--- src/rtl/tatsujin_pkg.sv ---
// Shared constants, types and helpers for the two-lane note track.
`timescale 1ns/1ps
package tatsujin_pkg;

    localparam int LANE_SLOTS = 10;
    localparam int HIT_SLOT   = 0;
    localparam int COUNT_W    = 8;
    localparam int COUNT_MAX  = 255;

    typedef logic [LANE_SLOTS-1:0] lane_t;
    typedef logic [COUNT_W-1:0]    count_t;

    // Adds 0..2 events to a score counter, pinning at COUNT_MAX instead of wrapping.
    function automatic count_t sat_add(input count_t base, input logic [1:0] inc);
        logic [COUNT_W:0] sum;
        sum = {1'b0, base} + {{(COUNT_W-1){1'b0}}, inc};
        if (sum > (COUNT_W+1)'(COUNT_MAX)) begin
            return count_t'(COUNT_MAX);
        end
        return sum[COUNT_W-1:0];
    endfunction

endpackage

--- src/rtl/note_track_press_edge.sv ---
// Rising-edge detector for one player button: a held button yields a single press.
`timescale 1ns/1ps
module press_edge (
    input  logic clk,
    input  logic reset,
    input  logic level,
    output logic press
);

    logic history;

    // Remember last cycle's button level; sampled even while the track is paused.
    // NOTE: sequential state uses non-blocking (<=) so every flop sees pre-edge values.
    always_ff @(posedge clk) begin
        if (reset) begin
            history <= 1'b0;
        end else begin
            history <= level;
        end
    end

    // Cleared history on reset means a button held through reset release counts once.
    assign press = level & ~history;

endmodule

--- src/rtl/note_track.sv ---
// Two-lane (red/yellow) scrolling note track with hit/miss judgement and scoring.
`timescale 1ns/1ps
module note_track
    import tatsujin_pkg::*;
(
    input  logic                  clk,
    input  logic                  reset,
    input  logic                  run,
    input  logic                  beat_tick,
    input  logic                  chart_red,
    input  logic                  chart_yellow,
    input  logic                  hit_red,
    input  logic                  hit_yellow,
    output logic [LANE_SLOTS-1:0] red_sequence,
    output logic [LANE_SLOTS-1:0] yellow_sequence,
    output logic [COUNT_W-1:0]    hit_count,
    output logic [COUNT_W-1:0]    miss_count,
    output logic [COUNT_W-1:0]    combo,
    output logic [COUNT_W-1:0]    max_combo,
    output logic                  hit_pulse,
    output logic                  miss_pulse
);

    logic   red_press, yellow_press;
    logic   red_hit, yellow_hit, red_wrong, yellow_wrong;
    logic   red_miss, yellow_miss, beat;
    lane_t  red_kept, yellow_kept, red_next, yellow_next;
    logic [1:0] hits, misses;
    count_t hit_next, miss_next, combo_next, max_next;

    press_edge u_red_edge (
        .clk   (clk),
        .reset (reset),
        .level (hit_red),
        .press (red_press)
    );

    press_edge u_yellow_edge (
        .clk   (clk),
        .reset (reset),
        .level (hit_yellow),
        .press (yellow_press)
    );

    // Judge presses against pre-shift slot 0, then scroll the lanes and score the result.
    // NOTE: every variable gets a default at the top so no path can infer a latch.
    always_comb begin
        red_hit      = 1'b0;
        yellow_hit   = 1'b0;
        red_wrong    = 1'b0;
        yellow_wrong = 1'b0;
        red_miss     = 1'b0;
        yellow_miss  = 1'b0;
        beat         = run & beat_tick;
        red_kept     = red_sequence;
        yellow_kept  = yellow_sequence;

        if (run) begin
            red_hit      = red_press    &  red_sequence[HIT_SLOT];
            red_wrong    = red_press    & ~red_sequence[HIT_SLOT];
            yellow_hit   = yellow_press &  yellow_sequence[HIT_SLOT];
            yellow_wrong = yellow_press & ~yellow_sequence[HIT_SLOT];
        end

        // A note hit this cycle leaves the lane before it can scroll out as a miss.
        if (red_hit)    red_kept[HIT_SLOT]    = 1'b0;
        if (yellow_hit) yellow_kept[HIT_SLOT] = 1'b0;

        red_next    = red_kept;
        yellow_next = yellow_kept;
        if (beat) begin
            red_miss    = red_kept[HIT_SLOT];
            yellow_miss = yellow_kept[HIT_SLOT];
            // Red wins a slot when the chart asks for both colours at once.
            red_next    = {chart_red, red_kept[LANE_SLOTS-1:1]};
            yellow_next = {chart_yellow & ~chart_red, yellow_kept[LANE_SLOTS-1:1]};
        end

        hits   = {1'b0, red_hit}  + {1'b0, yellow_hit};
        misses = {1'b0, red_miss} + {1'b0, yellow_miss};

        hit_next  = sat_add(hit_count, hits);
        miss_next = sat_add(miss_count, misses);
        if (red_wrong || yellow_wrong || red_miss || yellow_miss) begin
            combo_next = '0;
        end else begin
            combo_next = sat_add(combo, hits);
        end
        max_next = (combo_next > max_combo) ? combo_next : max_combo;
    end

    // Register the whole track state and the one-cycle event strobes.
    // NOTE: only control/score flops here, so a synchronous reset of everything is cheap.
    always_ff @(posedge clk) begin
        if (reset) begin
            red_sequence    <= '0;
            yellow_sequence <= '0;
            hit_count       <= '0;
            miss_count      <= '0;
            combo           <= '0;
            max_combo       <= '0;
            hit_pulse       <= 1'b0;
            miss_pulse      <= 1'b0;
        end else begin
            red_sequence    <= red_next;
            yellow_sequence <= yellow_next;
            hit_count       <= hit_next;
            miss_count      <= miss_next;
            combo           <= combo_next;
            max_combo       <= max_next;
            hit_pulse       <= |hits;
            miss_pulse      <= |misses;
        end
    end

endmodule

--- config.mk ---
export PLATFORM = sky130hd
export DESIGN_NAME = note_track
export DESIGN_NICKNAME = d
export VERILOG_FILES = /design/src/rtl/tatsujin_pkg.sv /design/src/rtl/note_track_press_edge.sv /design/src/rtl/note_track.sv
export SDC_FILE = /design/constraint.sdc
export NUM_CORES = 1
export LEC_CHECK = 0
export ABC_CLOCK_PERIOD_IN_PS = 4000
export CAP_MARGIN = 20
export CORE_MARGIN = 4
export CORE_UTILIZATION = 50
export DETAILED_ROUTE_END_ITERATION = 6
export PLACE_DENSITY = 0.82
export SLEW_MARGIN = 20
export SYNTH_ARGS = -nofsm -noshare
export SYNTH_HDL_FRONTEND = slang
export SYNTH_SLANG_ARGS = --single-unit
--- constraint.sdc ---
create_clock -name clk -period 4 [get_ports clk]
set_input_delay 0.6 -clock clk [delete_from_list [all_inputs] [get_ports clk]]
set_output_delay 0.6 -clock clk [all_outputs]
set_load 0.02 [all_outputs]
==> results.ini, run 1 <==
[sta]
setup_violations=0
maxSlewHeadroom_pct=39.55
hold_viol_final=0
maxSlewViolCount=0
worst_pin_slew_ns=0.9068
max_freq_mhz=252.8
period_share_pct=98.91
skew_ns=0.01272
period_minus_slack_ns=3.956

[power]
peakVddDrop_mv=0.2090
power.density_mw_per_mm2=252.0
p_leak_nw=1.560

[route]
vias=2616
drc=0
drt_pass1_iterations=4
viasPerCell=5.350
wl_per_cell_um=14.55
wl_um=7117
drt_first_iter_violations=97
antenna_left=0

[setup_path]
path_max_fanout=6
worstPathRequired_ns=4.16
reg2reg_from=u_yellow_edge.history
critPathLaunch=hit_yellow
arrival_ns=4.12
worstSetupPathType=primary input to flop
crit_path_end_kind=flop
crit_path_start_kind=primary input

[run]
cap_violations=0

[finish]
final_layout_size_suffix_gt1_share_pct=19.33
fin_cells=489
area_growth_syn_to_layout_pct=43.19
nets=446
antenna-diode-count=0
fill_cells=360
final_core_util_pct=75.23

[placed_design]
place.port_buffers=61
gp_congestion=0.8578
placed_cells=465
dp_hpwl_um=4608

[global_route]
grt_pass1_vias=2541
grt_max_degree=50
grt_use_met1_pct=24.88
grt_pass1_wl_um=11050
grt_use_total_pct=21.02
grt_busiest_layer=met2
antenna_found_initial=0
grt_overflow_total=0
met2_usage_pct=37.00
use_met3_pct=5.263

[yosys]
synth_top_area_share_pct=41.25
synth_area_per_cell_um2=8.519
synth_nets=347
netlist_area_mm2=0.002718
ys_top_cells_by_count=dfxtp_1, a21oi_1, nand2_1
yosys.cell_types.count=42
ys_dominant_reg_cell=dfxtp_1
synth.most_common_cell=dfxtp_1
syn_inst=319
ys_ff_latch=56
synth-async-reset-ratio_pct=0
synthTopCellsByArea=dfxtp_1, ha_1, a21oi_1
synth_edf_count=0
yosys.area.top_type=dfxtp_1
ys_seq_area_share_pct=41.25
yosys_warnings=0

[clock_network]
clock_sinks=56
cts_root_buf=clkbuf_8
cts_buffer_depth=2
clk_pin_slew_worst_paths_ns=0.10
worstSkewPairLatency_ns=0.31
cts_tree=yes
htree_levels=2
cts_buffers=5

[floorplanning]
pin_count=62
dieArea_mm2=0.006679
start_util_pct=52.54
core_mm2=0.005172
die_y_um=81.73
row_count=26
die_w_um=81.73

[hold_path]
holdCritPathClass=flop to flop
holdCritStartpoint=red_sequence[1]

[outcome]
status=complete, no violations

-- cell usage in the layout (no fill, tap or decap), types with 5 or more instances in the layout --
| master | n |
|---|---|
| dfxtp_1 | 56 |
| inv_1 | 18 |
| xnor2_1 | 5 |
| nor2b_1 | 7 |
| nand2_1 | 43 |
| nor2_1 | 31 |
| clkdlybuf4s50_1 | 59 |
| a21oi_1 | 39 |
| clkbuf_8 | 5 |
| nor3_1 | 5 |
| and3_1 | 5 |
| mux2i_1 | 9 |
| buf_4 | 41 |
| ha_1 | 15 |
| nand3_1 | 9 |
| o21ai_0 | 6 |
-- metrics by stage --
stage / power, mW / cell area, µm² / hold slack [ns] / worst slack, ns / setup TNS (ns)
floorplan: 0.5957 / 2718 / 0.5424 / 0.2863 / 0
global placement: 0.6115 / 3556 / 0.4530 / -0.2538 / -1.925
detailed placement: 0.6117 / 3556 / 0.4630 / -0.4159 / -3.178
CTS: 0.9851 / 3745 / 0.4783 / 0.01883 / 0
global route: 1.010 / 3891 / 0.4972 / -0.1579 / -1.027
finish: 0.9806 / 3891 / 0.4767 / 0.04377 / 0
-- final timing paths --
kind,endpoint,slack [ns],cells past startpoint
max reg2reg,max_combo[3],0.42,16
max,max_combo[3],0.04,17
min reg2reg,red_sequence[1],0.48,2
min,red_sequence[1],0.48,2
-- repair_timing --
action                                  CTS  global route
hold buffers                              0             0
buffers inserted                          9             7
pin swaps                                 0             8
endpoints found under the setup margin    8             8
gates resized for setup                   2            23
-- per-layer routing --
layer  vias to the layer above  wire length (µm)  share of wire [%]
met5                         -                 0                  0
li1                       1283                 -                  -
met4                         0               141                2.0
met2                        76              3672                 52
met3                        13               351                4.9
met1                      1244              2951                 41
-- critical path, cell delays in order --
cell	delay (ns)
clkdlybuf4s50_1	0.49
nand3b_1	0.14
or2_4	0.28
ha_4	0.22
ha_2	0.21
ha_2	0.21
a21o_4	0.22
a21oi_4	0.17
nor2_1	0.08
ha_1	0.29
nor2b_1	0.13
o211ai_1	0.26
a21oi_2	0.13
o31ai_4	0.27
buf_6	0.16
mux2i_1	0.20
nor2_1	0.06
-- kinds of logic (layout without fill, tap and decap cells) --
group | count (synthesis) | in the layout | synth area share, %
multiplexers | 11 | 11 | 4.052
adder cells (fa/ha/maj) | 20 | 20 | 9.484
buffers and inverters | 30 | 130 | 4.604
AND/OR/NAND/NOR | 130 | 130 | 23.66
flip-flops | 56 | 56 | 41.25
XOR/XNOR | 8 | 8 | 2.578
AO/OA/AOI/OAI | 64 | 64 | 14.37
-- sequential cells by signal, indices dropped and copies added (netlist names) --
register	cells
miss_count	8
hit_pulse	1
miss_pulse	1
u_red_edge.history	1
u_yellow_edge.history	1
hit_count	8
yellow_sequence	10
combo	8
max_combo	8
red_sequence	10
-- report_power, final --
group          total (mW)  switching, mW  internal, mW
sequential          0.561        0.00129         0.559
combinational      0.0403         0.0256        0.0147
clock               0.380          0.190         0.190
-- layout make-up --
class	count	area (µm²)	share of cell area, %
Timing Repair Buffer	104	938.4	24.12
Multi-Input combinational cell	233	1562	40.13
Inverter	18	67.56	1.736
Tap cell	70	87.58	2.251
Clock inverter	3	46.29	1.190
Clock buffer	5	68.82	1.768
Sequential cell	56	1121	28.81
No activity file was read; power rests on OpenSTA's default activity.
==> run 2: changes to the inputs <==
--- a/config.mk
+++ b/config.mk
@@ -14,4 +14,5 @@
 export SLEW_MARGIN = 20
 export SYNTH_ARGS = -nofsm -noshare
 export SYNTH_HDL_FRONTEND = slang
+export SYNTH_HIERARCHICAL = 1
 export SYNTH_SLANG_ARGS = --single-unit
==> run 2 against run 1 <==
Compared with the run above:
- synthesized cell count decreased by 2.5%
- largest power group unchanged
- sequential cell count unchanged
- first-iteration DRC count increased by 34%
- wire length fell by 15%
- non-clock buffer count fell by 26
- cell area fell by 7.2%
- global-route usage down 2.0 points
- final cell count down 6.5%
==> results.ini, run 2 <==
[outcome]
status=complete, no violations

[floorplanning]
die_y_um=81.57
dieArea_mm2=0.006654
row_count=26
start_util_pct=52.32
die_w_um=81.57
core_mm2=0.005172
pin_count=62

[sta]
period_minus_slack_ns=3.842
setup_violations=0
period_share_pct=96.04
worst_pin_slew_ns=1.062
max_freq_mhz=260.3
hold_viol_final=0
skew_ns=0.007999
maxSlewViolCount=0
maxSlewHeadroom_pct=29.21

[route]
drt_pass1_iterations=4
viasPerCell=5.166
wl_per_cell_um=13.18
drt_first_iter_violations=130
drc=0
vias=2361
antenna_left=0
wl_um=6025

[finish]
fill_cells=411
nets=414
final_area_mm2=0.003611
largest_registers=red_sequence: 10 flops, yellow_sequence: 10 flops
antenna-diode-count=0
area_growth_syn_to_layout_pct=33.43
final_common_cell=clkdlybuf4s50_1
fin_cells=457
final_cell_mix=clkdlybuf4s50_1, dfxtp_1, nand2_1, a21oi_1, nor2_1
final_layout_size_suffix_gt1_share_pct=11.63

[setup_path]
timing.rr.end=max_combo[3]
path_common_cell=ha_1
worstSetupPathType=primary input to flop
crit_chain=clkdlybuf4s50_1 > nor2b_4 > nand3_1 > inv_1 > ha_1 > xor2_1 > ha_1 > a21o_1 > nand4_2 > a21oi_2 > ha_1 > nor2b_4 > o211ai_2 > a21oi_2 > o31ai_4 > buf_6 > mux2i_1 > nor2_1
slowest_delay_ns=0.48
path_max_fanout=6
cpMaxStageDelayCell=clkdlybuf4s50_1
rr_worst_depth=17
worstPathRequired_ns=4.16
r2r_slack_ns=0.63
reg2reg_from=u_red_edge/history
arrival_ns=4.01
crit_path_end_kind=flop
crit_path_start_kind=primary input

[clock_network]
holdBufCountCts=0
htree_levels=2
cts_buffers=5
cts_root_buf=clkbuf_8
cts_tree=yes
clock_sinks=56
worstSkewPairLatency_ns=0.31
cts_buffer_depth=2
clk_pin_slew_worst_paths_ns=0.10

[yosys]
syn_inst=311
synth_top_area_share_pct=41.42
yosys_warnings=6
synth-async-reset-ratio_pct=0
synth_edf_count=0
ys_dominant_reg_cell=dfxtp_1
ys_top_cells_by_count=dfxtp_1, nand2_1, a21oi_1
yosys.area.top_type=dfxtp_1
ys_ff_latch=56
synthTopCellsByArea=dfxtp_1, ha_1, a21oi_1
synth.most_common_cell=dfxtp_1
synth_nets=339
yosys.cell_types.count=39
synth_area_per_cell_um2=8.702
netlist_area_mm2=0.002706
ys_seq_area_share_pct=41.42

[placed_design]
dp_hpwl_um=4383
gp_congestion=0.8915
place.port_buffers=61
placed_cells=447
dpl_cell_area_mm2=0.003473

[global_route]
grt_max_degree=57
grt_pass1_wl_um=10140
grt_overflow_total=0
grt_pass1_vias=2294
grt_use_total_pct=19.06
antenna_found_initial=0

[run]
cap_violations=0

[power]
p_leak_nw=1.492
peakVddDrop_mv=0.1934
power.density_mw_per_mm2=253.7

[hold_path]
holdCritPathClass=flop to flop
holdCritStartpoint=yellow_sequence[6]
whs_path_depth=2
worstHoldEndpoint=yellow_sequence[5]

[run 2: routing by layer]
| layer | wire, µm | GRT usage, % | vias to the layer above | share of wire, % |
|---|---|---|---|---|
| met1 | 2766 | 24.81 | 1083 | 46 |
| met5 | 0 | 0 | - | 0 |
| met2 | 2853 | 31.76 | 55 | 47 |
| met3 | 229 | 3.180 | 15 | 3.8 |
| met4 | 175 | 6.977 | 0 | 2.9 |
| li1 | - | - | 1208 | - |
[run 2: repair_timing]
action / 4_1_cts / 5_1_grt
pin swaps: 1 / 0
endpoints found under the hold margin: 0 / 0
setup buffers: 2 / 0
gates cloned: 0 / 0
setup endpoints to repair: 8 / 8
gates resized for setup: 0 / 6
[run 2: worst max-delay path, delay by kind of cell]
| kind | cells | cell delay, ns |
|---|---|---|
| AO/OA/AOI/OAI | 5 | 0.91 |
| XOR/XNOR | 1 | 0.18 |
| adder cells (fa/ha/maj) | 3 | 0.68 |
| buffers and inverters | 3 | 0.77 |
| multiplexers | 1 | 0.18 |
| AND/OR/NAND/NOR | 5 | 0.67 |
[run 2: kinds of logic (layout without fill, tap and decap cells)]
family,Yosys count,after routing,share of synthesized area (%)
AND/OR/NAND/NOR,119,119,22.70
AO/OA/AOI/OAI,68,68,15.81
flip-flops,56,56,41.42
buffers and inverters,30,106,4.207
adder cells (fa/ha/maj),20,20,9.524
multiplexers,11,11,4.069
XOR/XNOR,7,7,2.265
[run 2: how the worst max path moves through the flow]
stage | startpoint | endpoint | slack (ns) | cells after the start
after CTS | hit_red | max_combo[2] | 0.12 | 17
after detailed placement | hit_red | max_combo[4] | -0.42 | 16
after global routing | hit_red | max_combo[2] | -0.03 | 18
after floorplan | hit_red | max_combo[2] | 0.52 | 15
final | hit_red | max_combo[3] | 0.16 | 18
after global placement | hit_red | max_combo[6] | -0.21 | 16
[run 2: through the flow]
step           hold slack [ns]  util (%)  setup slack (ns)  total power [mW]  TNS (ns)
6_report                0.4783     69.81            0.1584            0.9163         0
5_1_grt                 0.4912     69.81          -0.02902            0.9540   -0.1088
4_1_cts                 0.4799     69.21            0.1168            0.9288         0
3_5_place_dp            0.4626     67.15           -0.4157            0.6159    -3.162
3_3_place_gp            0.4548     67.15           -0.2126            0.6159    -1.614
2_1_floorplan           0.5424         -            0.5215            0.5974         0
[run 2: area by class of cell]
type	instances	area, µm²	share of cell area [%]
multi-input cells	225	1495	41.41
flip-flops and latches	56	1121	31.05
repair buffers	78	740.7	20.51
well taps	70	87.58	2.426
inverters	20	75.07	2.079
clock buffers	5	68.82	1.906
clock inverters	3	22.52	0.6237
[run 2: report_power, final]
part	total (mW)	internal, mW	switching (mW)
clock network	0.313	0.126	0.187
registers	0.561	0.559	0.00187
logic	0.0422	0.0168	0.0254
total	0.916	0.702	0.214
==> run 3: changes to the inputs <==
--- a/config.mk
+++ b/config.mk
@@ -5,10 +5,11 @@
 export SDC_FILE = /design/constraint.sdc
 export NUM_CORES = 1
 export LEC_CHECK = 0
-export ABC_CLOCK_PERIOD_IN_PS = 4000
+export ABC_CLOCK_PERIOD_IN_PS = 3800
 export CAP_MARGIN = 20
 export CORE_MARGIN = 4
 export CORE_UTILIZATION = 50
+export CTS_CLUSTER_DIAMETER = 150
 export DETAILED_ROUTE_END_ITERATION = 6
 export PLACE_DENSITY = 0.82
 export SLEW_MARGIN = 20
==> constraint.sdc (replaced) <==
create_clock -name clk -period 3.8 [get_ports clk]
set_input_delay 0.57 -clock clk [delete_from_list [all_inputs] [get_ports clk]]
set_output_delay 0.57 -clock clk [all_outputs]
set_load 0.02 [all_outputs]
==> run 3 against run 2 <==
Compared with the run above:
- sequential cell count unchanged
- die area is the same
- worst setup slack improved by 0.24 ns
- utilization increased by 3.9 points
- worst hold slack got worse by 0.0028 ns
- combinational power is 9.7% higher
- global-route usage increased by 1.4 points
- register-to-register slack got worse by 0.15 ns
- critical endpoint unchanged
==> results.ini, run 3 (same netlist as run 2, synthesis figures left out) <==
[outcome]
status=complete, no violations

[clock_network]
cts_buffer_depth=2
cts_tree=yes
worstSkewPairLatency_ns=0.31
cts_buffers=5
holdBufCountCts=0
clock_sinks=56
clk_pin_slew_worst_paths_ns=0.10
htree_levels=2
cts_root_buf=clkbuf_8

[route]
drt_pass1_iterations=4
wl_met1_um=3034
wl_met2_um=3269
met3_length_um=236
wl_per_cell_um=14.41
viasPerCell=5.272
wl_um=6731
drc=0
vias=2462
dr.max_layer_used=met4
drt_first_iter_violations=165
antenna_left=0

[global_route]
antenna_found_initial=0
grt_pass1_vias=2360
grt_use_total_pct=20.43
grt_max_degree=57
grt_overflow_total=0
grt_pass1_wl_um=10670

[sta]
period_minus_slack_ns=3.401
worst_pin_slew_ns=1.089
rsz0062_at_grt=no
setup_violations=0
maxSlewViolCount=0
period_share_pct=89.50
max_freq_mhz=294.0
hold_viol_final=0
maxSlewHeadroom_pct=27.37
skew_ns=0.006590

[finish]
antenna-diode-count=0
largest_registers=red_sequence: 10 flops, yellow_sequence: 10 flops
seqCellArea_mm2=0.001121
final_cell_mix=clkdlybuf4s50_1, dfxtp_1, nand2_1, a21oi_1, buf_4
multiInputGateArea_mm2=0.001592
fin_cells=467
area_growth_syn_to_layout_pct=40.92
final_layout_size_suffix_gt1_share_pct=17.13
fill_cells=368
final_core_util_pct=73.73
final_common_cell=clkdlybuf4s50_1
nets=424
final_area_mm2=0.003814

[placed_design]
place.port_buffers=61
placed_cells=453
dpl_cell_area_mm2=0.003518
dp_hpwl_um=4528
gp_congestion=0.8531

[setup_path]
timing.rr.end=max_combo[3]
reg2reg_from=u_red_edge/history
crit_path_start_kind=primary input
r2r_slack_ns=0.48
path_common_cell=ha_4
cpMaxStageDelayCell=ha_1
crit_path_end_kind=flop
slowest_delay_ns=0.31
worstPathRequired_ns=3.96
cp_top_family=adder cells
arrival_ns=3.56
path_max_fanout=5
crit_chain=dlymetal6s2s_1 > nor2b_4 > nand3_2 > ha_4 > ha_4 > ha_4 > a21o_4 > nand2_1 > mux2i_1 > nor2_1 > ha_1 > nand4_1 > buf_4 > a21oi_2 > o31ai_4 > buf_6 > mux2i_1 > nor2_1
rr_worst_depth=17
worstSetupPathType=primary input to flop
path_buf_inv=3

[floorplanning]
start_util_pct=52.32
core_mm2=0.005172
die_w_um=81.57
dieArea_mm2=0.006654
pin_count=62
die_y_um=81.57
row_count=26

[power]
p_leak_nw=1.558
power.density_mw_per_mm2=271.9
peakVddDrop_mv=0.2449

[hold_path]
worstHoldEndpoint=red_sequence[4]
holdCritPathClass=flop to flop
holdCritStartpoint=red_sequence[5]
whs_path_depth=2

[run]
cap_violations=0

==> run 3: where the power goes <==
part / switching (mW) / leakage [nW] / internal, mW
Clock: 0.201 / 0.0548 / 0.199
Combinational: 0.0281 / 1.05 / 0.0181
Sequential: 0.00179 / 0.452 / 0.589
==> run 3: stage by stage <==
stage	TNS (ns)	setup WS (ns)	hold slack, ns	total power, mW
2_1_floorplan	0	0.3515	0.5424	0.6288
3_3_place_gp	-1.564	-0.2118	0.4540	0.6483
3_5_place_dp	-3.090	-0.4469	0.4600	0.6483
4_1_cts	0	0.04251	0.4794	1.048
5_1_grt	0	0.2298	0.4898	1.074
6_report	0	0.3991	0.4755	1.037
==> run 3: layout make-up <==
| class | count | share of cell area (%) |
|---|---|---|
| inverter | 20 | 1.969 |
| tap | 70 | 2.297 |
| multi-input combinational | 225 | 41.73 |
| clock buffer | 5 | 1.804 |
| sequential | 56 | 29.40 |
| clock inverter | 3 | 1.214 |
| timing repair buffer | 88 | 21.59 |
==> run 3: worst reg2reg max path: cells and delay by family, from the launching register on <==
family | cells | cell delay [ns]
AND/OR/NAND/NOR | 6 | 0.61
adder cells (fa/ha/maj) | 4 | 0.93
AO/OA/AOI/OAI | 3 | 0.56
flip-flops | 1 | 0.34
buffers and inverters | 2 | 0.29
multiplexers | 2 | 0.46
==> run 3: metal layers <==
layer	global-route usage, %	up-vias
met5	0	-
met4	8.970	0
met3	4.496	15
met2	32.82	58
met1	26.34	1155
li1	-	1234
==> run 3: timing repair <==
action                                  4_1_cts  5_1_grt
gates resized for setup                       9       19
pin swaps                                     6       10
endpoints found under the setup margin        8        8
buffers inserted                              4        2
==> run 3: worst max-delay path by stage <==
stage                         endpoint  depth (start not counted)     from  slack (ns)
final                     max_combo[3]                         18  hit_red        0.40
after detailed placement  max_combo[3]                         17  hit_red       -0.45
after global placement    max_combo[5]                         18  hit_red       -0.21
after floorplan           max_combo[2]                         15  hit_red        0.35
after global routing      max_combo[3]                         18  hit_red        0.23
after CTS                 max_combo[3]                         18  hit_red        0.04
